## config.mk

```make
export PLATFORM = sky130hd
export DESIGN_NAME = m68k_bus_master_flat
export DESIGN_NICKNAME = d
export VERILOG_FILES = /design/src/rtl/m68k_bus_pkg.sv /design/src/rtl/m68k_bus_master_if.sv /design/src/rtl/m68k_lane_mux.sv /design/src/rtl/m68k_bus_master.sv /design/src/flat_wrapper.sv
export SDC_FILE = /design/constraint.sdc
export NUM_CORES = 1
export LEC_CHECK = 0
export CAP_MARGIN = 0
export CELL_PAD_IN_SITES_DETAIL_PLACEMENT = 1
export CELL_PAD_IN_SITES_GLOBAL_PLACEMENT = 2
export CORE_MARGIN = 3
export CORE_UTILIZATION = 29
export DETAILED_ROUTE_END_ITERATION = 7
export PLACE_DENSITY_LB_ADDON = 0.2
export SYNTH_ARGS = -nofsm -noshare
export SYNTH_HDL_FRONTEND = slang
export SYNTH_HIERARCHICAL = 1
export SYNTH_SLANG_ARGS = --single-unit
```

## constraint.sdc

```tcl
create_clock -name CLKCPU -period 4.6 [get_ports CLKCPU]
set_clock_uncertainty 0.2 [all_clocks]
set_input_delay 1.15 -clock CLKCPU [delete_from_list [all_inputs] [get_ports CLKCPU]]
set_output_delay 1.15 -clock CLKCPU [all_outputs]
set_load 0.01 [all_outputs]
```

## src/rtl/m68k_bus_pkg.sv

```systemverilog
// m68k_bus_pkg: shared SIZ/DSACK encodings, FSM states and lane helpers for m68k_bus_master
package m68k_bus_pkg;
    localparam logic [1:0] SIZ_BYTE = 2'b01;
    localparam logic [1:0] SIZ_WORD = 2'b10;
    localparam logic [1:0] SIZ_LONG = 2'b00;
    localparam logic [1:0] DSK_32   = 2'b00;
    localparam logic [1:0] DSK_16   = 2'b01;
    localparam logic [1:0] DSK_8    = 2'b10;
    localparam logic [1:0] DSK_WAIT = 2'b11;

    typedef enum logic [2:0] {S_IDLE, S_ADDR, S_ASRT, S_WAIT, S_TERM, S_DONE} state_t;

    // Byte lane (0 = D[31:24]) where the first addressed byte appears for a given port width.
    function automatic logic [1:0] lane_sel(input logic [1:0] a, input logic [1:0] dsack);
        return dsack == DSK_32 ? a : dsack == DSK_16 ? {1'b0, a[0]} : 2'b00;
    endfunction

    // Bytes moved by one sub-cycle; a 32-bit port stops at the long boundary.
    function automatic logic [2:0] xfer_bytes(input logic [1:0] a, input logic [1:0] dsack,
                                              input logic [2:0] rem);
        logic [2:0] lim;
        lim = dsack == DSK_32 ? 3'd4 - {1'b0, a} : dsack == DSK_16 ? 3'd2 : 3'd1;
        return lim < rem ? lim : rem;
    endfunction
endpackage

```

## src/rtl/m68k_bus_master_if.sv

```systemverilog
// m68k_bus_master_if: request/done handshake plus 68020 bus signals
//  master modport = initiator view (m68k_bus_master), slave = requester + responder view
interface m68k_bus_master_if;
    logic        req;
    logic [23:0] req_addr;
    logic        req_we;
    logic [1:0]  req_size;
    logic [31:0] req_wdata;
    logic        busy;
    logic        done;
    logic        err;
    logic [31:0] rdata;
    logic [23:0] A;
    logic [1:0]  SIZ;
    logic        AS20;
    logic        DS20;
    logic        RW20;
    logic [31:0] D_OUT;
    logic        D_OE;
    logic [31:0] D_IN;
    logic [1:0]  DSACK;
    logic        BERR;

    modport master (
        input  req, req_addr, req_we, req_size, req_wdata, D_IN, DSACK, BERR,
        output busy, done, err, rdata, A, SIZ, AS20, DS20, RW20, D_OUT, D_OE
    );
    modport slave (
        output req, req_addr, req_we, req_size, req_wdata, D_IN, DSACK, BERR,
        input  busy, done, err, rdata, A, SIZ, AS20, DS20, RW20, D_OUT, D_OE
    );
endinterface

```

## src/rtl/m68k_lane_mux.sv

```systemverilog
// m68k_lane_mux: write-lane placement and read-byte extraction
//  wdata/rem -> dout : remaining operand bytes placed on the data lanes
//  din/lane/n -> rbytes : n bytes starting at lane, right-justified
module m68k_lane_mux (
    input  logic [31:0] wdata,
    input  logic [2:0]  rem,
    output logic [31:0] dout,
    input  logic [31:0] din,
    input  logic [1:0]  lane,
    input  logic [2:0]  n,
    output logic [31:0] rbytes
);
    // wdata is never shifted: rem selects the still-unsent low bytes and puts the next one on D[31:24].
    always_comb begin
        dout   = rem == 3'd1 ? {4{wdata[7:0]}} :
                 rem == 3'd2 ? {2{wdata[15:0]}} :
                 rem == 3'd3 ? {wdata[23:0], wdata[7:0]} :
                 rem == 3'd4 ? wdata : 32'h0;
        rbytes = (din << {lane, 3'b000}) >> (6'd32 - {n, 3'b000});
    end
endmodule

```

## src/rtl/m68k_bus_master.sv

```systemverilog
// m68k_bus_master: 68020-style bus initiator with dynamic bus sizing and timeout
//  CLKCPU, RESET (async, active high); bus: m68k_bus_master_if.master
//  (req/req_* in, busy/done/err/rdata out, A/SIZ/AS20/DS20/RW20/D_OUT/D_OE out, D_IN/DSACK/BERR in)
module m68k_bus_master
    import m68k_bus_pkg::*;
#(
    parameter int TIMEOUT = 64
) (
    input logic               CLKCPU,
    input logic               RESET,
    m68k_bus_master_if.master bus
);
    state_t      state, state_nx;
    logic [23:0] addr;
    logic [2:0]  rem, n, n_now, rem_init;
    logic [1:0]  lane;
    logic [31:0] wbuf, acc, rbytes;
    logic [7:0]  cnt;
    logic        we, err_r, bad, ack, berr, tmo;

    assign bad      = bus.req_size == 2'b11 || (bus.req_size == SIZ_WORD && bus.req_addr[0]) ||
                      (bus.req_size == SIZ_LONG && bus.req_addr[1:0] != 2'b00);
    assign rem_init = bus.req_size == SIZ_BYTE ? 3'd1 : bus.req_size == SIZ_WORD ? 3'd2 : 3'd4;
    assign ack      = bus.DSACK != DSK_WAIT;
    assign berr     = !bus.BERR;
    assign tmo      = cnt == 8'(TIMEOUT - 1);
    assign n_now    = xfer_bytes(addr[1:0], bus.DSACK, rem);
    assign lane     = lane_sel(addr[1:0], bus.DSACK);

    m68k_lane_mux u_mux (
        .wdata (wbuf),
        .rem   (rem),
        .dout  (bus.D_OUT),
        .din   (bus.D_IN),
        .lane  (lane),
        .n     (n_now),
        .rbytes(rbytes)
    );

    always_ff @(posedge CLKCPU or posedge RESET)
        if (RESET) state <= S_IDLE;
        else state <= state_nx;

    always_comb begin
        state_nx = state;
        case (state)
            S_IDLE:  state_nx = !bus.req ? S_IDLE : bad ? S_DONE : S_ADDR;
            S_ADDR:  state_nx = S_ASRT;
            S_ASRT:  state_nx = S_WAIT;
            S_WAIT:  state_nx = (berr || ack || tmo) ? S_TERM : S_WAIT;
            S_TERM:  state_nx = (rem != n && !err_r) ? S_ADDR : S_DONE;
            default: state_nx = S_IDLE;
        endcase
    end

    // Strobes decode straight from state so RESET negates them without waiting for a clock.
    assign bus.busy  = state != S_IDLE;
    assign bus.done  = state == S_DONE;
    assign bus.err   = state == S_DONE && err_r;
    assign bus.rdata = acc;
    assign bus.A     = addr;
    assign bus.SIZ   = rem[1:0];
    assign bus.AS20  = !(state == S_ASRT || state == S_WAIT);
    assign bus.DS20  = !(state == S_WAIT || (state == S_ASRT && !we));
    assign bus.D_OE  = we && state inside {S_ADDR, S_ASRT, S_WAIT};
    assign bus.RW20  = !(we && state inside {S_ADDR, S_ASRT, S_WAIT, S_TERM});

    always_ff @(posedge CLKCPU or posedge RESET) begin
        if (RESET) begin
            addr  <= '0;
            rem   <= '0;
            n     <= '0;
            wbuf  <= '0;
            acc   <= '0;
            cnt   <= '0;
            we    <= 1'b0;
            err_r <= 1'b0;
        end else begin
            if (state == S_IDLE && bus.req) begin
                addr  <= bus.req_addr;
                we    <= bus.req_we;
                wbuf  <= bus.req_wdata;
                acc   <= '0;
                err_r <= bad;
                rem   <= bad ? 3'd0 : rem_init;
            end
            if (state == S_ASRT) cnt <= '0;
            // BERR outranks DSACK; a timeout only fires when nothing terminated the cycle.
            if (state == S_WAIT) begin
                if (berr || (!ack && tmo)) begin
                    err_r <= 1'b1;
                    n     <= '0;
                end else if (ack) begin
                    n <= n_now;
                    if (!we) acc <= (acc << {n_now, 3'b000}) | rbytes;
                end else cnt <= cnt + 8'd1;
            end
            if (state == S_TERM) begin
                rem  <= rem - n;
                addr <= addr + 24'(n);
            end
        end
    end
endmodule

```

## src/flat_wrapper.sv

```systemverilog
// flat-port wrapper written by rule: the top's interface ports become plain ports
module m68k_bus_master_flat import m68k_bus_pkg::*;
#(
    parameter int TIMEOUT = 64
)
  (CLKCPU, RESET, bus_req, bus_req_addr, bus_req_we, bus_req_size, bus_req_wdata, bus_D_IN, bus_DSACK, bus_BERR, bus_busy, bus_done, bus_err, bus_rdata, bus_A, bus_SIZ, bus_AS20, bus_DS20, bus_RW20, bus_D_OUT, bus_D_OE);
  m68k_bus_master_if bus_i ();
  input logic CLKCPU;
  input logic RESET;
  input wire logic [$bits(bus_i.req)-1:0] bus_req;
  input wire logic [$bits(bus_i.req_addr)-1:0] bus_req_addr;
  input wire logic [$bits(bus_i.req_we)-1:0] bus_req_we;
  input wire logic [$bits(bus_i.req_size)-1:0] bus_req_size;
  input wire logic [$bits(bus_i.req_wdata)-1:0] bus_req_wdata;
  input wire logic [$bits(bus_i.D_IN)-1:0] bus_D_IN;
  input wire logic [$bits(bus_i.DSACK)-1:0] bus_DSACK;
  input wire logic [$bits(bus_i.BERR)-1:0] bus_BERR;
  output wire logic [$bits(bus_i.busy)-1:0] bus_busy;
  output wire logic [$bits(bus_i.done)-1:0] bus_done;
  output wire logic [$bits(bus_i.err)-1:0] bus_err;
  output wire logic [$bits(bus_i.rdata)-1:0] bus_rdata;
  output wire logic [$bits(bus_i.A)-1:0] bus_A;
  output wire logic [$bits(bus_i.SIZ)-1:0] bus_SIZ;
  output wire logic [$bits(bus_i.AS20)-1:0] bus_AS20;
  output wire logic [$bits(bus_i.DS20)-1:0] bus_DS20;
  output wire logic [$bits(bus_i.RW20)-1:0] bus_RW20;
  output wire logic [$bits(bus_i.D_OUT)-1:0] bus_D_OUT;
  output wire logic [$bits(bus_i.D_OE)-1:0] bus_D_OE;
  assign bus_i.req = bus_req;
  assign bus_i.req_addr = bus_req_addr;
  assign bus_i.req_we = bus_req_we;
  assign bus_i.req_size = bus_req_size;
  assign bus_i.req_wdata = bus_req_wdata;
  assign bus_i.D_IN = bus_D_IN;
  assign bus_i.DSACK = bus_DSACK;
  assign bus_i.BERR = bus_BERR;
  assign bus_busy = bus_i.busy;
  assign bus_done = bus_i.done;
  assign bus_err = bus_i.err;
  assign bus_rdata = bus_i.rdata;
  assign bus_A = bus_i.A;
  assign bus_SIZ = bus_i.SIZ;
  assign bus_AS20 = bus_i.AS20;
  assign bus_DS20 = bus_i.DS20;
  assign bus_RW20 = bus_i.RW20;
  assign bus_D_OUT = bus_i.D_OUT;
  assign bus_D_OE = bus_i.D_OE;
  m68k_bus_master #(.TIMEOUT(TIMEOUT)) u_core (.CLKCPU(CLKCPU), .RESET(RESET), .bus(bus_i));
endmodule
```

======== Word level (Yosys, flattened, before mapping) ========
Cells that the tools add are included.
operators by class
  add/sub/neg operators ................... 5
  $lt $le $gt $ge ......................... 1
  eq/ne operators ......................... 16
  shifts and indexed selects .............. 3
  mux-type cells .......................... 35
  bitwise logic cells ..................... 1
  reduce and logical (&&, ||, !) cells .... 33
operators by type and width
  kind                                                 number
  2-to-1 mux 32 bit                                    9
  2-to-1 mux 24 bit                                    2
  2-to-1 mux 3 bit                                     13
  2-to-1 mux 8 bit                                     4
  bitwise OR 32 bit                                    1
  << shifter 32 x 5 -> 32 bit                          1
  << shifter 32 x 6 -> 32 bit                          1
  >> shifter 32 x 6 -> 32 bit                          1
  adder 24 x 3 -> 24 bit                               1
  case mux 3 bit (5 select lines)                      1
  equality test 3 x 2 -> 1 bit, second input constant  4
  equality test 3 bit, second input constant           3
  logical AND 1 bit                                    9
  adder 8 x 1 -> 8 bit, second input constant          1
  equality test 8 x 6 -> 1 bit, second input constant  1
  zero test 1 bit                                      7
  logical OR 1 bit                                     7
  equality test 3 x 1 -> 1 bit, second input constant  2
  nonzero test 2 bit                                   3
  nonzero test 3 bit                                   2
  subtractor 6 bit, first input constant               1
  equality test 2 x 1 -> 1 bit, second input constant  2
  equality test 2 bit, second input constant           2
  zero test 2 bit                                      2
  other kinds (10)                                     14
storage, ports and cells
  bits in registers ....................... 107
  output and inout port bits .............. 97
  word-level logic and storage cells ...... 103

======== Depth between registers and ports, before layout ========
Gate-level depths: netlist (run 1).
  word-level depth ........................ 12
  depth in mapped cells ................... 19

======== By module ========
The synthesis (run 1) kept the hierarchy.
modules (own cells, without submodules)
  module           instances  cells an instance  area each (µm²)  sequential area each (µm²)
  m68k_bus_master  1          618                5700.5           2677.6
  m68k_lane_mux    1          298                2000.7           0.0

======== Least setup slack after synthesis (run 1) ========
Ideal clock, no wire load.
  path type ............................... input port to flip-flop
  from .................................... in bus_DSACK[1]
  to ...................................... reg u_core.acc[6] (netlist: u_core/bus.rdata[6])
  data arrival time ....................... 4.026 ns
  required time ........................... 4.279 ns
  path slack .............................. 0.253 ns
  cell stages on the path ................. 17
  path buffers ............................ 5
  cell sequence ........................... buf_2 nor3b_1 ha_1 o21ai_0 a21oi_1 a21o_1 buf_4 inv_2 buf_2 buf_2 inv_1 ha_1 xor2_1 or3_1 clkbuf_1 o22ai_1 a22o_1
on the way
  cells in the longest elaborated chain, start to end .. 12
  elaborated cells between the ends (all ways) .. 21
  those cells by class .................... add/sub: 1; order compare: 1; eq/ne: 2; shift: 3; mux: 9; bitwise: 1; reduce/logical: 4
ends and longest elaborated chain
  element                        RTL line               text
  start: declaration             flat_wrapper.sv:16     input wire logic [$bits(bus_i.DSACK)-1:0] bus_DSACK;
  equality test 2 x 1 -> 1 bit   m68k_bus_pkg.sv:22     lim = dsack == DSK_32 ? 3'd4 - {1'b0, a} : dsack == DSK_16 ? 3'd2 : 3'd1;
  2-to-1 mux 2 bit               m68k_bus_pkg.sv:22
  2-to-1 mux 3 bit *             m68k_bus_pkg.sv:22
  less-than comparator 3 bit     m68k_bus_pkg.sv:23     return lim < rem ? lim : rem;
  2-to-1 mux 3 bit *             m68k_bus_pkg.sv:23
  named net u_core.n_now[0]      m68k_bus_master.sv:15  logic [2:0] rem, n, n_now, rem_init;
  subtractor 6 bit *             m68k_lane_mux.sv:19    rbytes = (din << {lane, 3'b000}) >> (6'd32 - {n, 3'b000});
  >> shifter 32 x 6 -> 32 bit *  m68k_lane_mux.sv:19
  named net u_core.rbytes[6]     m68k_bus_master.sv:17  logic [31:0] wbuf, acc, rbytes;
  bitwise OR 32 bit *            m68k_bus_master.sv:95  if (!we) acc <= (acc << {n_now, 3'b000}) | rbytes;
  2-to-1 mux 32 bit *            m68k_bus_master.sv:95
  2-to-1 mux 32 bit *            m68k_bus_master.sv:93  end else if (ack) begin
  2-to-1 mux 32 bit *            m68k_bus_master.sv:90  if (berr || (!ack && tmo)) begin
  2-to-1 mux 32 bit *            m68k_bus_master.sv:89  if (state == S_WAIT) begin
  end signal: assignment         m68k_bus_master.sv:95
  end: declaration               m68k_bus_master.sv:17
The timed path passes the listed nets; every way through them passes the cells marked *.
A chain may end at the register's enable or synchronous reset.

======== Final worst setup path (run 1) ========
  from .................................... in bus_DSACK[0]
  to ...................................... reg u_core.acc[9] (netlist: u_core/bus.rdata[9])
on the way
  cells in the longest elaborated chain, start to end .. 12
  elaborated cells between the ends (all ways) .. 21
  those cells by class .................... add/sub: 1; order compare: 1; eq/ne: 2; shift: 3; mux: 9; bitwise: 1; reduce/logical: 4
ends and longest elaborated chain
  element                        RTL line
  equality test 2 x 1 -> 1 bit   m68k_bus_pkg.sv:15, m68k_bus_pkg.sv:22
  2-to-1 mux 2 bit               m68k_bus_pkg.sv:22
  2-to-1 mux 3 bit               m68k_bus_pkg.sv:22
  less-than comparator 3 bit     m68k_bus_pkg.sv:23
  2-to-1 mux 3 bit               m68k_bus_pkg.sv:23
  subtractor 6 bit               m68k_lane_mux.sv:19
  >> shifter 32 x 6 -> 32 bit *  m68k_lane_mux.sv:19
  named net u_core.rbytes[9]     m68k_bus_master.sv:17
  bitwise OR 32 bit *            m68k_bus_master.sv:95
  2-to-1 mux 32 bit *            m68k_bus_master.sv:95
  2-to-1 mux 32 bit *            m68k_bus_master.sv:93
  2-to-1 mux 32 bit *            m68k_bus_master.sv:90
  2-to-1 mux 32 bit *            m68k_bus_master.sv:89
Marked as above.

==> metrics.md, run 1 <==
| Metric | Value |
|---|---|
| Static Leak | `4.274 nW` |
| First-pass GRT wire length | `44880 µm` |
| FP Rows | `59` |
| Area leader, netlist | `dfrtp_1` |
| DP Wirelength | `20510 µm` |
| WL final | `28130 µm` |
| Core area | `26060 µm²` |
| Grt total ovfl | `0` |
| Post-place setup slack | `0.02748 ns` |
| Slew @ Worst Pin | `1.034 ns` |
| Clock buffer depth | `2` |
| Post-synth EDFFs | `0` |
| Antenna Cells | `0` |
| RSZ-0062 raised after global routing | `no` |
| Via count | `7390` |
| CTS tree | `done` |
| Die Width | `169.0 µm` |
| FF+latch count, synth | `107` |
| Clock latency on the worst-skew pair | `0.36 ns` |
| Syn avg cell area | `8.407 µm²` |
| Main synth FF type | `dfrtp_1` |
| Post-CTS Setup Inserts | `0` |
| CTS sink count | `107` |
| Die Ht | `169.0 µm` |
| VDD IR-drop max | `0.0003249 V` |
| # IOs | `194` |
| Tightest Hold Check Type | `flop to flop` |
| Post-synthesis compound-gate area fraction | `22.45%` |
| Mux cell area share after synthesis | `10.27%` |
| Slew HR | `30.92%` |
| Status | `complete, no violations` |
| Drt pass-1 iters | `4` |
| Resized cells post-CTS | `0` |
| CTS H-tree lvls | `3` |
| Iteration-0 DRC count of the detailed router | `343` |
| GRT Util Overall | `19.67%` |
| Starting Density | `29.55%` |
| Final worst path period need | `4.184 ns` |
| Post-synthesis xor/xnor area fraction | `0.7961%` |
| Cts-stage hold buffer count | `0` |
| Max-cap violations | `0` |
| Clock-pin slew on the worst setup and hold paths | `0.08 ns` |
| Post-synthesis cell type count | `73` |
| Slew Viols, Final | `0` |
| Post-synthesis adder-cell area fraction | `3.119%` |
| Yosys warns | `6` |
| Synthesized area | `7701 µm²` |
| Power Density | `686.2 nW/µm²` |
| Worst Path Arrival | `4.22 ns` |
| Port-buffer cells | `193` |
| Clock Root Buffer | `clkbuf_16` |
| Main combinational cell family by area after synthesis | `simple AND/OR/NAND/NOR gates` |
| Final hold violation count | `0` |
| F_max | `239.0 MHz` |
| Setup_tns | `0 ns` |
| Per-cell routed wire length | `19.73 µm` |
| Crit start category | `primary input` |
| Share of layout cells above drive strength 1 | `9.716%` |
| Syn Nets | `1031` |
| Simple-gate share of the synthesized area | `22.73%` |
| DRC | `0` |
| Critical path capture point type | `flop` |
| Placer Congestion | `0.7546` |
| Sequential area share after synthesis | `34.77%` |
| Final antenna-violating net count | `0` |
| CP required | `4.64 ns` |
| Final setup violation count | `0` |
| Syn Inst Count | `916` |
| Initial antenna violation count | `0` |
| Pin count of the biggest net entering global routing | `108` |
| Critical path class | `primary input to flop` |
| Ys async rst share | `100.0%` |
| Yosys top cell area share | `34.77%` |
| Area delta synth->final | `33.71%` |
| Final period util | `90.95%` |
| Largest cells by area after synthesis | `dfrtp_1 (35%), nand2_1 (8.5%), mux2i_1 (5.1%)` |
| CP Max Fanout | `8` |
| Layout Nets | `1201` |
| Number of global-route vias before repair | `7780` |
| Final WS setup | `0.4164 ns` |
| Vias per cell | `5.182` |
| Num CTS Buffers | `9` |
| Die area | `28550 µm²` |
==> routing by layer <==
metal  vias up  track usage (%)  wire (µm)  share of wire [%]
met5         -                0          0                  0
met4         0            3.486        302                1.1
met3        16            3.807       1286                4.6
met2       154            31.76      13040                 46
met1      3604            27.75      13500                 48
li1       3616                -          -                  -
==> registers in the layout, indices dropped and copies added, names as in the netlist <==
| signal | cells |
|---|---|
| u_core/bus.A | 24 |
| u_core/bus.rdata | 32 |
| u_core/cnt | 8 |
| u_core/err_r | 1 |
| u_core/n | 3 |
| u_core/rem | 3 |
| u_core/state | 3 |
| u_core/wbuf | 32 |
| u_core/we | 1 |
==> Yosys cell counts, types with 16 or more instances <==
| master | n |
|---|---|
| ha_1 | 16 |
| o21ai_1 | 31 |
| nand2_1 | 174 |
| nor2_1 | 70 |
| clkbuf_1 | 23 |
| dfrtp_1 | 107 |
| buf_2 | 24 |
| mux2_2 | 22 |
| inv_1 | 32 |
| nor2b_1 | 16 |
| mux2i_1 | 39 |
| a22oi_1 | 16 |
| nand3_1 | 25 |
| and3_1 | 21 |
| a21oi_1 | 49 |
| o21ai_0 | 32 |
==> cells in the final DEF, fill, tap and decap left out, drive strengths merged, types with 9 or more instances in the layout <==
| cell | count |
|---|---|
| clkdlybuf4s50 | 193 |
| inv | 40 |
| nor3 | 13 |
| a21oi | 50 |
| clkbuf | 10 |
| dfrtp | 107 |
| o21ai | 63 |
| nor2 | 75 |
| o32ai | 9 |
| nand2 | 175 |
| buf | 24 |
| a22oi | 16 |
| a22o | 10 |
| o22ai | 14 |
| and2 | 15 |
| o221ai | 11 |
| nand3 | 26 |
| a221o | 11 |
| and3 | 21 |
| a2bb2oi | 15 |
| ha | 16 |
| nor2b | 17 |
| mux2i | 45 |
| mux2 | 24 |
==> stage by stage <==
stage	hold WS, ns	power [mW]	utilization (%)	cell area, µm²	std cells
5_1_grt	0.3087	7.668	39.52	10300	1426
4_1_cts	0.2827	7.145	39.52	10300	1426
3_5_place_dp	0.2631	6.261	38.33	9987	1410
3_3_place_gp	0.2597	6.207	38.33	9987	1410
6_report	0.2843	7.067	39.52	10300	1426
2_1_floorplan	0.2455	4.405	-	7701	916
==> critical path, stage by stage <==
cell and delay [ns]:
clkdlybuf4s50_1 0.51, nor3b_1 0.33, ha_1 0.33, a21oi_1 0.23, nand2_1 0.09, o211ai_2 0.16
inv_1 0.06, ha_1 0.21, xor2_1 0.34, nor2_1 0.10, nand2_1 0.31, o221ai_1 0.19
a21oi_1 0.15, o21ai_1 0.07
==> final timing paths <==
check                                       to  slack (ns)             from  cells after the start
max                        u_core/bus.rdata[9]        0.42     bus_DSACK[0]                     14
min                            u_core/wbuf[24]        0.28  u_core/wbuf[24]                      2
max reg2reg                u_core/bus.rdata[9]        0.92  u_core/bus.A[1]                     16
min reg2reg                    u_core/wbuf[24]        0.28  u_core/wbuf[24]                      2
max in group asynchronous      u_core/wbuf[15]        2.57            RESET                      3
min in group asynchronous       u_core/wbuf[0]        1.09            RESET                      3
==> where the power goes <==
group / leakage (nW) / internal (mW) / switching [mW] / total, mW
combinational: 2.75 / 2.01 / 2.35 / 4.36
sequential: 1.38 / 1.34 / 0.515 / 1.85
clock: 0.146 / 0.444 / 0.408 / 0.852
total: 4.27 / 3.79 / 3.28 / 7.07
==> kinds of logic (layout without fill, tap and decap cells) <==
logic type	count (synthesis)	count (layout)
AOI/OAI and AO/OA	244	244
adders and majority gates	18	18
xor gates and xnor gates	7	7
buffers and inverters	96	271
muxes	69	69
DFF	107	107
and+or+nand+nor	375	375
==> area by class of cell <==
| class | instances | area, µm² |
|---|---|---|
| clock buffers | 10 | 239.0 |
| clock inverters | 6 | 71.32 |
| fillers | 3082 | 15760 |
| inverters | 38 | 145.1 |
| multi-input cells | 713 | 4583 |
| flip-flops and latches | 107 | 2678 |
| well taps | 335 | 419.2 |
| repair buffers | 217 | 2162 |
Note: power is estimated with default switching activity, not from simulation.
==> run 2, diff against run 1 <==
- CTS_BUF_LIST: default -> sky130_fd_sc_hd__clkbuf_16
==> metrics.md, run 2 (synthesized netlist as in run 1, its figures left out) <==
| Metric | Value |
|---|---|
| Status | `complete, no violations (unchanged)` |
| Via count | `7387 (was 7390)` |
| Clock Root Buffer | `clkbuf_16 (unchanged)` |
| Slew @ Worst Pin | `1.033 ns (was 1.034 ns)` |
| Critical path class | `primary input to flop (unchanged)` |
| Vias per cell | `5.180 (was 5.182)` |
| Antenna Cells | `0 (unchanged)` |
| Share of layout cells above drive strength 1 | `9.624% (was 9.716%)` |
| Clock buffer depth | `2 (unchanged)` |
| Tightest Hold Check Type | `flop to flop (unchanged)` |
| Finished Cell Area | `10290 µm² (was 10300 µm²)` |
| Area delta synth->final | `33.58% (was 33.71%)` |
| Post-CTS Setup Inserts | `0 (unchanged)` |
| Final antenna-violating net count | `0 (unchanged)` |
| Static Leak | `4.268 nW (was 4.274 nW)` |
| DP Wirelength | `20510 µm (unchanged)` |
| # IOs | `194 (unchanged)` |
| WL final | `28140 µm (was 28130 µm)` |
| Core area | `26060 µm² (unchanged)` |
| Non-Filler Instances | `1426 (unchanged)` |
| Die Width | `169.0 µm (unchanged)` |
| CP Max Fanout | `8 (unchanged)` |
| Commonest non-fill, non-tap cell in the layout | `clkdlybuf4s50_1 (unchanged)` |
| Final setup violation count | `0 (unchanged)` |
| Most frequent cells in the layout | `clkdlybuf4s50_1 (193), nand2_1 (173), dfrtp_1 (107) (unchanged)` |
| Wire length on met3 | `1269 µm (was 1286 µm)` |
| Final worst path period need | `4.184 ns (about the same)` |
| Critical path capture point type | `flop (unchanged)` |
| VDD IR-drop max | `0.0003250 V (was 0.0003249 V)` |
| CTS sink count | `107 (unchanged)` |
| Number of global-route vias before repair | `7780 (unchanged)` |
| Dpl cells | `1410 (unchanged)` |
| Final period util | `90.95% (about the same)` |
| Per-cell routed wire length | `19.73 µm (about the same)` |
| Pin count of the biggest net entering global routing | `108 (unchanged)` |
| Slew HR | `30.98% (was 30.92%)` |
| Drt pass-1 iters | `4 (unchanged)` |
| Grt total ovfl | `0 (unchanged)` |
| Crit start category | `primary input (unchanged)` |
| Switching power | `3.278 mW (was 3.276 mW)` |
| Clock-pin slew on the worst setup and hold paths | `0.08 ns (about the same)` |
| Max-cap violations | `0 (unchanged)` |
| GRT Util Overall | `19.67% (unchanged)` |
| Setup_tns | `0 ns (unchanged)` |
| Die Ht | `169.0 µm (unchanged)` |
| Cts-stage hold buffer count | `0 (unchanged)` |
| Resized cells post-CTS | `0 (unchanged)` |
| Port-buffer cells | `193 (unchanged)` |
| Met1 WL | `13550 µm (was 13500 µm)` |
| Slew Viols, Final | `0 (unchanged)` |
| Placer Congestion | `0.7546 (unchanged)` |
| Met2 routed WL | `13020 µm (was 13040 µm)` |
| Iteration-0 DRC count of the detailed router | `343 (unchanged)` |
| Sw Ratio | `46.48% (was 46.36%)` |
| CP required | `4.64 ns (about the same)` |
| Final hold violation count | `0 (unchanged)` |
| CTS tree | `done (unchanged)` |
| FP Rows | `59 (unchanged)` |
| Pint | `3.774 mW (was 3.790 mW)` |
| Power Density | `685.4 nW/µm² (was 686.2 nW/µm²)` |
| DRC | `0 (unchanged)` |
| CTS H-tree lvls | `3 (unchanged)` |
| Total chip power | `7.051 mW (was 7.067 mW)` |
| Layout Nets | `1201 (unchanged)` |
| Sequential power share | `26.2% (about the same)` |
| First-pass GRT wire length | `44880 µm (unchanged)` |
| Starting Density | `29.55% (unchanged)` |
| Clk pwr share | `11.8% (was 12.1%)` |
| RSZ-0062 raised after global routing | `no (unchanged)` |
| F_max | `239.0 MHz (about the same)` |
| Worst Path Arrival | `4.22 ns (about the same)` |
| Max Used Layer | `met4 (unchanged)` |
| Die area | `28550 µm² (unchanged)` |
| Clock latency on the worst-skew pair | `0.36 ns (about the same)` |
| Comb power frac | `61.9% (was 61.7%)` |
| Num CTS Buffers | `9 (unchanged)` |
| Placed Area | `9987 µm² (unchanged)` |
| Initial antenna violation count | `0 (unchanged)` |
==> run 2: cell types whose count changed in the layout (fill, tap and decap cells not counted), sizes merged <==
cell / previous run / this run
clkbuf: 10 / 9
clkinv: 1 / 2
==> run 2: final cells by class <==
type	count	area, µm²
flip-flops and latches	107	2678
multi-input cells	713	4583
clock buffers	9	225.2
fillers	3082	15770
clock inverters	7	75.07
repair buffers	217	2162
inverters	38	145.1
well taps	335	419.2
==> run 2: critical path, cell delays in order <==
cell	delay (ns)
clkdlybuf4s50_1	0.51
nor3b_1	0.33
ha_1	0.33
a21oi_1	0.23
nand2_1	0.09
o211ai_2	0.16
inv_1	0.06
ha_1	0.21
xor2_1	0.34
nor2_1	0.10
nand2_1	0.31
o221ai_1	0.19
a21oi_1	0.15
o21ai_1	0.07
==> run 2: worst paths after layout <==
path | slack [ns] | depth (start not counted) | start | end
max in group asynchronous | 2.57 | 3 | RESET | u_core/wbuf[15]
min in group asynchronous | 1.09 | 3 | RESET | u_core/wbuf[0]
max reg2reg | 0.92 | 16 | u_core/bus.A[1] | u_core/bus.rdata[9]
min reg2reg | 0.28 | 2 | u_core/wbuf[24] | u_core/wbuf[24]
min | 0.28 | 2 | u_core/wbuf[24] | u_core/wbuf[24]
max | 0.42 | 14 | bus_DSACK[0] | u_core/bus.rdata[9]
==> run 2: metal layers <==
layer | GRT usage [%] | up-vias
met2 | 31.76 | 149
met4 | 3.486 | 0
li1 | - | 3617
met5 | 0 | -
met3 | 3.807 | 16
met1 | 27.75 | 3605
==> run 2: per-stage QoR <==
stage | worst slack [ns] | utilization (%) | hold WS [ns]
floorplan | 0.2531 | - | 0.2455
global placement | 0.1435 | 38.33 | 0.2597
detailed placement | 0.02748 | 38.33 | 0.2631
CTS | 0.4112 | 39.48 | 0.2827
global route | 0.07374 | 39.48 | 0.3087
finish | 0.4164 | 39.48 | 0.2843
==> run 2: power groups by stage <==
stage	Sequential, mW	Combinational [mW]	Clock (mW)
after floorplan	1.79	2.62	0
after global placement	1.87	4.34	0
after detailed placement	1.87	4.39	0
after CTS	1.86	4.41	0.858
after global routing	1.93	4.82	0.900
final	1.85	4.37	0.835
==> run 3, diff against run 2 <==
- CORE_UTILIZATION: 29 -> 25
==> metrics.md, run 3 (synthesized netlist as in run 1, its figures left out) <==
| Metric | Value |
|---|---|
| Status | `complete, no violations (unchanged)` |
| Critical path class | `primary input to flop (unchanged)` |
| Post-CTS Setup Inserts | `0 (unchanged)` |
| Crit start category | `primary input (unchanged)` |
| First-pass GRT wire length | `46750 µm (was 44880 µm)` |
| Non-Filler Instances | `1485 (was 1426)` |
| WP buf/inv | `2 (unchanged)` |
| CTS sink count | `107 (unchanged)` |
| Port-buffer cells | `193 (unchanged)` |
| Power Density | `684.5 nW/µm² (was 685.4 nW/µm²)` |
| Switching power | `3.322 mW (was 3.278 mW)` |
| F_max | `241.5 MHz (was 239.0 MHz)` |
| Static Leak | `4.300 nW (was 4.268 nW)` |
| Slew HR | `29.27% (was 30.98%)` |
| Commonest non-fill, non-tap cell in the layout | `clkdlybuf4s50_1 (unchanged)` |
| DRC | `0 (unchanged)` |
| RSZ-0062 raised after global routing | `no (unchanged)` |
| Resized cells post-CTS | `0 (unchanged)` |
| Pin count of the biggest net entering global routing | `77 (was 108)` |
| Worst Path Arrival | `4.18 ns (was 4.22 ns)` |
| Area delta synth->final | `34.90% (was 33.58%)` |
| Worst path max stage delay | `0.47 ns (was 0.51 ns)` |
| Drt pass-1 iters | `5 (was 4)` |
| Max-cap violations | `0 (unchanged)` |
| Placer Congestion | `0.7875 (was 0.7546)` |
| Multi-input logic area | `4583 µm² (unchanged)` |
| CTS H-tree lvls | `3 (unchanged)` |
| Layout Nets | `1205 (was 1201)` |
| Sequential power share | `26.5% (was 26.2%)` |
| Worst-path cell chain | `clkdlybuf4s50_1, nor3b_1, ha_1, a21oi_1, nand2_1, o211ai_2, inv_1, ha_1, xor2_1, nor2_1, nand2_1, o221ai_1, a21oi_1, o21ai_1 (unchanged)` |
| Share of layout cells above drive strength 1 | `9.954% (was 9.624%)` |
| Grt total ovfl | `0 (unchanged)` |
| Die Width | `181.5 µm (was 169.0 µm)` |
| Die Ht | `181.5 µm (was 169.0 µm)` |
| Number of global-route vias before repair | `7941 (was 7780)` |
| Final antenna-violating net count | `0 (unchanged)` |
| Antenna Cells | `0 (unchanged)` |
| Final setup violation count | `0 (unchanged)` |
| Iteration-0 DRC count of the detailed router | `336 (was 343)` |
| Clock-pin slew on the worst setup and hold paths | `0.08 ns (about the same)` |
| Clock buffer depth | `2 (unchanged)` |
| CTS tree | `done (unchanged)` |
| Most frequent cells in the layout | `clkdlybuf4s50_1 (193), nand2_1 (173), dfrtp_1 (107) (unchanged)` |
| Critical path capture point type | `flop (unchanged)` |
| Starting Density | `25.64% (was 29.55%)` |
| Fill cells | `3494 (was 3082)` |
| FP Rows | `63 (was 59)` |
| Cts-stage hold buffer count | `0 (unchanged)` |
| Vias per cell | `5.090 (was 5.180)` |
| Register area | `2678 µm² (unchanged)` |
| CP Max Fanout | `8 (unchanged)` |
| Slew Viols, Final | `0 (unchanged)` |
| Pint | `3.789 mW (was 3.774 mW)` |
| Sw Ratio | `46.71% (was 46.48%)` |
| Final worst path period need | `4.141 ns (was 4.184 ns)` |
| Die area | `32950 µm² (was 28550 µm²)` |
| Final hold violation count | `0 (unchanged)` |
| Comb power frac | `61.7% (was 61.9%)` |
| Setup_tns | `0 ns (unchanged)` |
| GRT Util Overall | `17.75% (was 19.67%)` |
| Initial antenna violation count | `0 (unchanged)` |
| Slew @ Worst Pin | `1.059 ns (was 1.033 ns)` |
| CP top delay family | `simple AND/OR/NAND/NOR gates (unchanged)` |
| Core area | `30030 µm² (was 26060 µm²)` |
| Final period util | `90.03% (was 90.95%)` |
| Max stage delay cell, worst path | `clkdlybuf4s50_1 (unchanged)` |
| Via count | `7558 (was 7387)` |
| # IOs | `194 (unchanged)` |
| Tightest Hold Check Type | `flop to flop (unchanged)` |
| Num CTS Buffers | `9 (unchanged)` |
| VDD IR-drop max | `0.0002674 V (was 0.0003250 V)` |
| Clk pwr share | `11.9% (was 11.8%)` |
| Clock latency on the worst-skew pair | `0.37 ns (was 0.36 ns)` |
| DP Wirelength | `21780 µm (was 20510 µm)` |
| WL final | `29580 µm (was 28140 µm)` |
| Per-cell routed wire length | `19.92 µm (was 19.73 µm)` |
| Dpl cells | `1469 (was 1410)` |
| Clock Root Buffer | `clkbuf_16 (unchanged)` |
| CP required | `4.64 ns (about the same)` |
==> run 3: cell count changes in the layout (fill, tap and decap cells not counted) <==
| cell | before | now |
|---|---|---|
| clkinv_1 | 1 | 0 |
| buf_4 | 20 | 24 |
| clkinvlp_4 | 2 | 0 |
| inv_6 | 2 | 1 |
| clkinv_4 | 1 | 4 |
| inv_1 | 31 | 32 |
==> run 3: through the flow <==
stage / total power [mW] / hold slack, ns / util [%] / setup WS (ns) / cell area, µm²
2_1_floorplan: 4.405 / 0.2455 / - / 0.2531 / 7701
3_3_place_gp: 6.274 / 0.2608 / 33.58 / 0.1397 / 10090
3_5_place_dp: 6.300 / 0.2704 / 33.58 / 0.08062 / 10090
4_1_cts: 7.183 / 0.2899 / 34.59 / 0.4469 / 10390
5_1_grt: 7.710 / 0.3062 / 34.59 / 0.05021 / 10390
6_report: 7.111 / 0.2827 / 34.59 / 0.4586 / 10390
==> run 3: area by class of cell <==
cell class | count | area share (%)
multi-input combinational | 713 | 44.12
timing repair buffer | 221 | 21.10
clock inverter | 7 | 0.7467
tap | 390 | 4.697
clock buffer | 9 | 2.168
inverter | 38 | 1.397
sequential | 107 | 25.77
==> run 3: final timing paths <==
kind,start,endpoint,slack (ns),depth (start not counted)
min reg2reg,u_core/wbuf[25],u_core/wbuf[25],0.28,2
max in group asynchronous,RESET,u_core/bus.A[11],2.36,3
min,u_core/wbuf[25],u_core/wbuf[25],0.28,2
max reg2reg,u_core/rem[1],u_core/bus.rdata[9],0.98,15
min in group asynchronous,RESET,u_core/wbuf[5],1.07,2
max,bus_DSACK[0],u_core/bus.rdata[9],0.46,14
==> run 3: power by group through the flow <==
| stage | registers (mW) | logic [mW] | clock network (mW) |
|---|---|---|---|
| global route | 1.96 | 4.84 | 0.905 |
| global placement | 1.90 | 4.37 | 0 |
| CTS | 1.89 | 4.42 | 0.875 |
| detailed placement | 1.90 | 4.40 | 0 |
| floorplan | 1.79 | 2.62 | 0 |
| finish | 1.88 | 4.39 | 0.843 |
==> run 3: routing by layer <==
metal  part of all wire, %  wire (µm)  vias up  global-route usage, %
met3                   3.8       1138       21                  2.965
met4                   1.1        328        0                  3.473
met2                    47      14030      163                  29.32
met5                     0          0        -                      0
met1                    48      14090     3751                  24.61
li1                      -          -     3623                      -
==> run 3: tightest hold or removal path: cells and delay by family, from the launching register on <==
family	cells	cell delay, ns
flip-flops	1	0.35
AND/OR/NAND/NOR	2	0.10
==> edit: new RTL, flow settings as in run 2 <==
Reset style: synchronous (`RESET`), changed in 2 clocked blocks. Comments in the files are not updated.
--- a/src/rtl/m68k_bus_master.sv
+++ b/src/rtl/m68k_bus_master.sv
@@ -39,3 +39,3 @@
 
-    always_ff @(posedge CLKCPU or posedge RESET)
+    always_ff @(posedge CLKCPU)
         if (RESET) state <= S_IDLE;
@@ -67,3 +67,3 @@
 
-    always_ff @(posedge CLKCPU or posedge RESET) begin
+    always_ff @(posedge CLKCPU) begin
         if (RESET) begin
Check against the original RTL: differs if RESET is asserted again (counterexample within 4 cycles, from zero or initial values and one cycle with RESET high); with RESET held inactive, the same outputs for 4 cycles.
==> edit against run 2 <==
Core utilization grew 0.32 points. Design area down 2.0%. Sequential cell count did not move. Routed wire length is 4.2% higher. Synthesized area decreased by 2.4%. Final cell count increased by 4.2%. Non-clock buffer count is 13 higher. Setup slack lost 0.11 ns. Critical endpoint is now u_core/bus.rdata[15]$_SDFF_PP0_. Largest cell class unchanged. Highest routed layer unchanged.
Power is not compared: it rests on default switching activity, and its combinational part moved more than twofold at a synthesized area within 25%.
==> edit: results (changes against run 2) <==
- R2r startpoint: u_core/bus.A[1]$_SDFFE_PP0P_
- Grt met3 use: 4.08% (+0.28 points)
- GR Util met1: 27.3% (-0.41 points)
- Synth Flop Type: dfxtp_1
- Sequential element share of the synthesized area: 28.5% (-6.3 points)
- Synth area leaders: dfxtp_1, a21oi_1, nand2_1, nor2_1, mux2i_1
- Cell count after synthesis: 982 (+7.2%)
- Pre-CTS setup slack: -0.164 ns (-0.192 ns)
- RePlAce Congestion: 0.793 (+5.0%)
- Largest net degree at the start of global routing: 75 (-31%)
- Hold_sp: u_core/wbuf[31]$_SDFFE_PP0P_
- Worst-margin pin slew: 0.926 ns (-0.107 ns)
- Post-synth net total: 1096 (+6.3%)
- Nets: 1265 (+5.3%)
- DP Area: 9810 um^2 (-1.8%)
- Drt initial violations: 445 (+30%)
- Share of synthesized registers carrying an async set or reset: 0% (-100 points)
- Total Routing Usage GR: 20.4% (+0.70 points)
- Outcome: completed
- Final Non-Filler Cells: 1486 (+4.2%)
- First-pass GRT wire length: 46.1 mm (+2.8%)
- Detailed Place HPWL: 21.6 mm (+5.1%)
- Crit path DAT: 4.34 ns (+0.12 ns)
- Met2 usage: 34.1% (+2.4 points)
- Yosys cell types: 88 (+21%)
==> edit: area by class of cell <==
class | instances | area (um^2)
clock buffer | 9 | 225
timing repair buffer | 230 | 2240
multi-input combinational | 765 | 4870
fill | 3066 | 15200
clock inverter | 7 | 42.5
tap | 330 | 413
inverter | 38 | 143
sequential | 107 | 2140
==> edit: path summary, 6_finish.rpt <==
| check | endpoint | slack (ns) | depth (start not counted) |
|---|---|---|---|
| worst max-delay path | u_core/bus.rdata[15]$_SDFF_PP0_ | 0.30 | 15 |
| worst min register to register | u_core/wbuf[31]$_SDFFE_PP0P_ | 0.26 | 2 |
| worst min-delay path | u_core/wbuf[31]$_SDFFE_PP0P_ | 0.26 | 2 |
| worst max register to register | u_core/bus.rdata[15]$_SDFF_PP0_ | 0.84 | 16 |
==> edit: logic make-up after synthesis <==
kind of cell / Yosys count / synth area share (%)
AOI/OAI and AO/OA: 305 / 28.0
xor gates and xnor gates: 6 / 0.699
adders and majority gates: 17 / 3.03
buffers and inverters: 110 / 6.88
DFF: 107 / 28.5
muxes: 55 / 8.56
and+or+nand+nor: 382 / 24.3
==> edit: critical path, cell delays in order <==
cell and delay, ns:
clkdlybuf4s50_1 0.42, nor3b_1 0.31, ha_1 0.32, a21o_1 0.20, nand2b_1 0.15, or2_2 0.30, nand2_1 0.09, inv_1 0.05
ha_1 0.20, xor2_1 0.33, nor2_1 0.12, nand2_1 0.16, buf_12 0.14, o221ai_1 0.10, o31a_1 0.31
==> edit: per-layer routing <==
layer	share of wire, %	vias to the layer above	wire (um)
met1	48	3825	14000
li1	-	3875	-
met2	47	161	13800
met5	0	-	0
met3	3.9	25	1140
met4	1.5	0	438
==> edit: timing repair <==
action | 4_1_cts | 5_1_grt
setup endpoints to repair | 0 | 1
buffers inserted | 0 | 0
gates resized for setup | 0 | 1
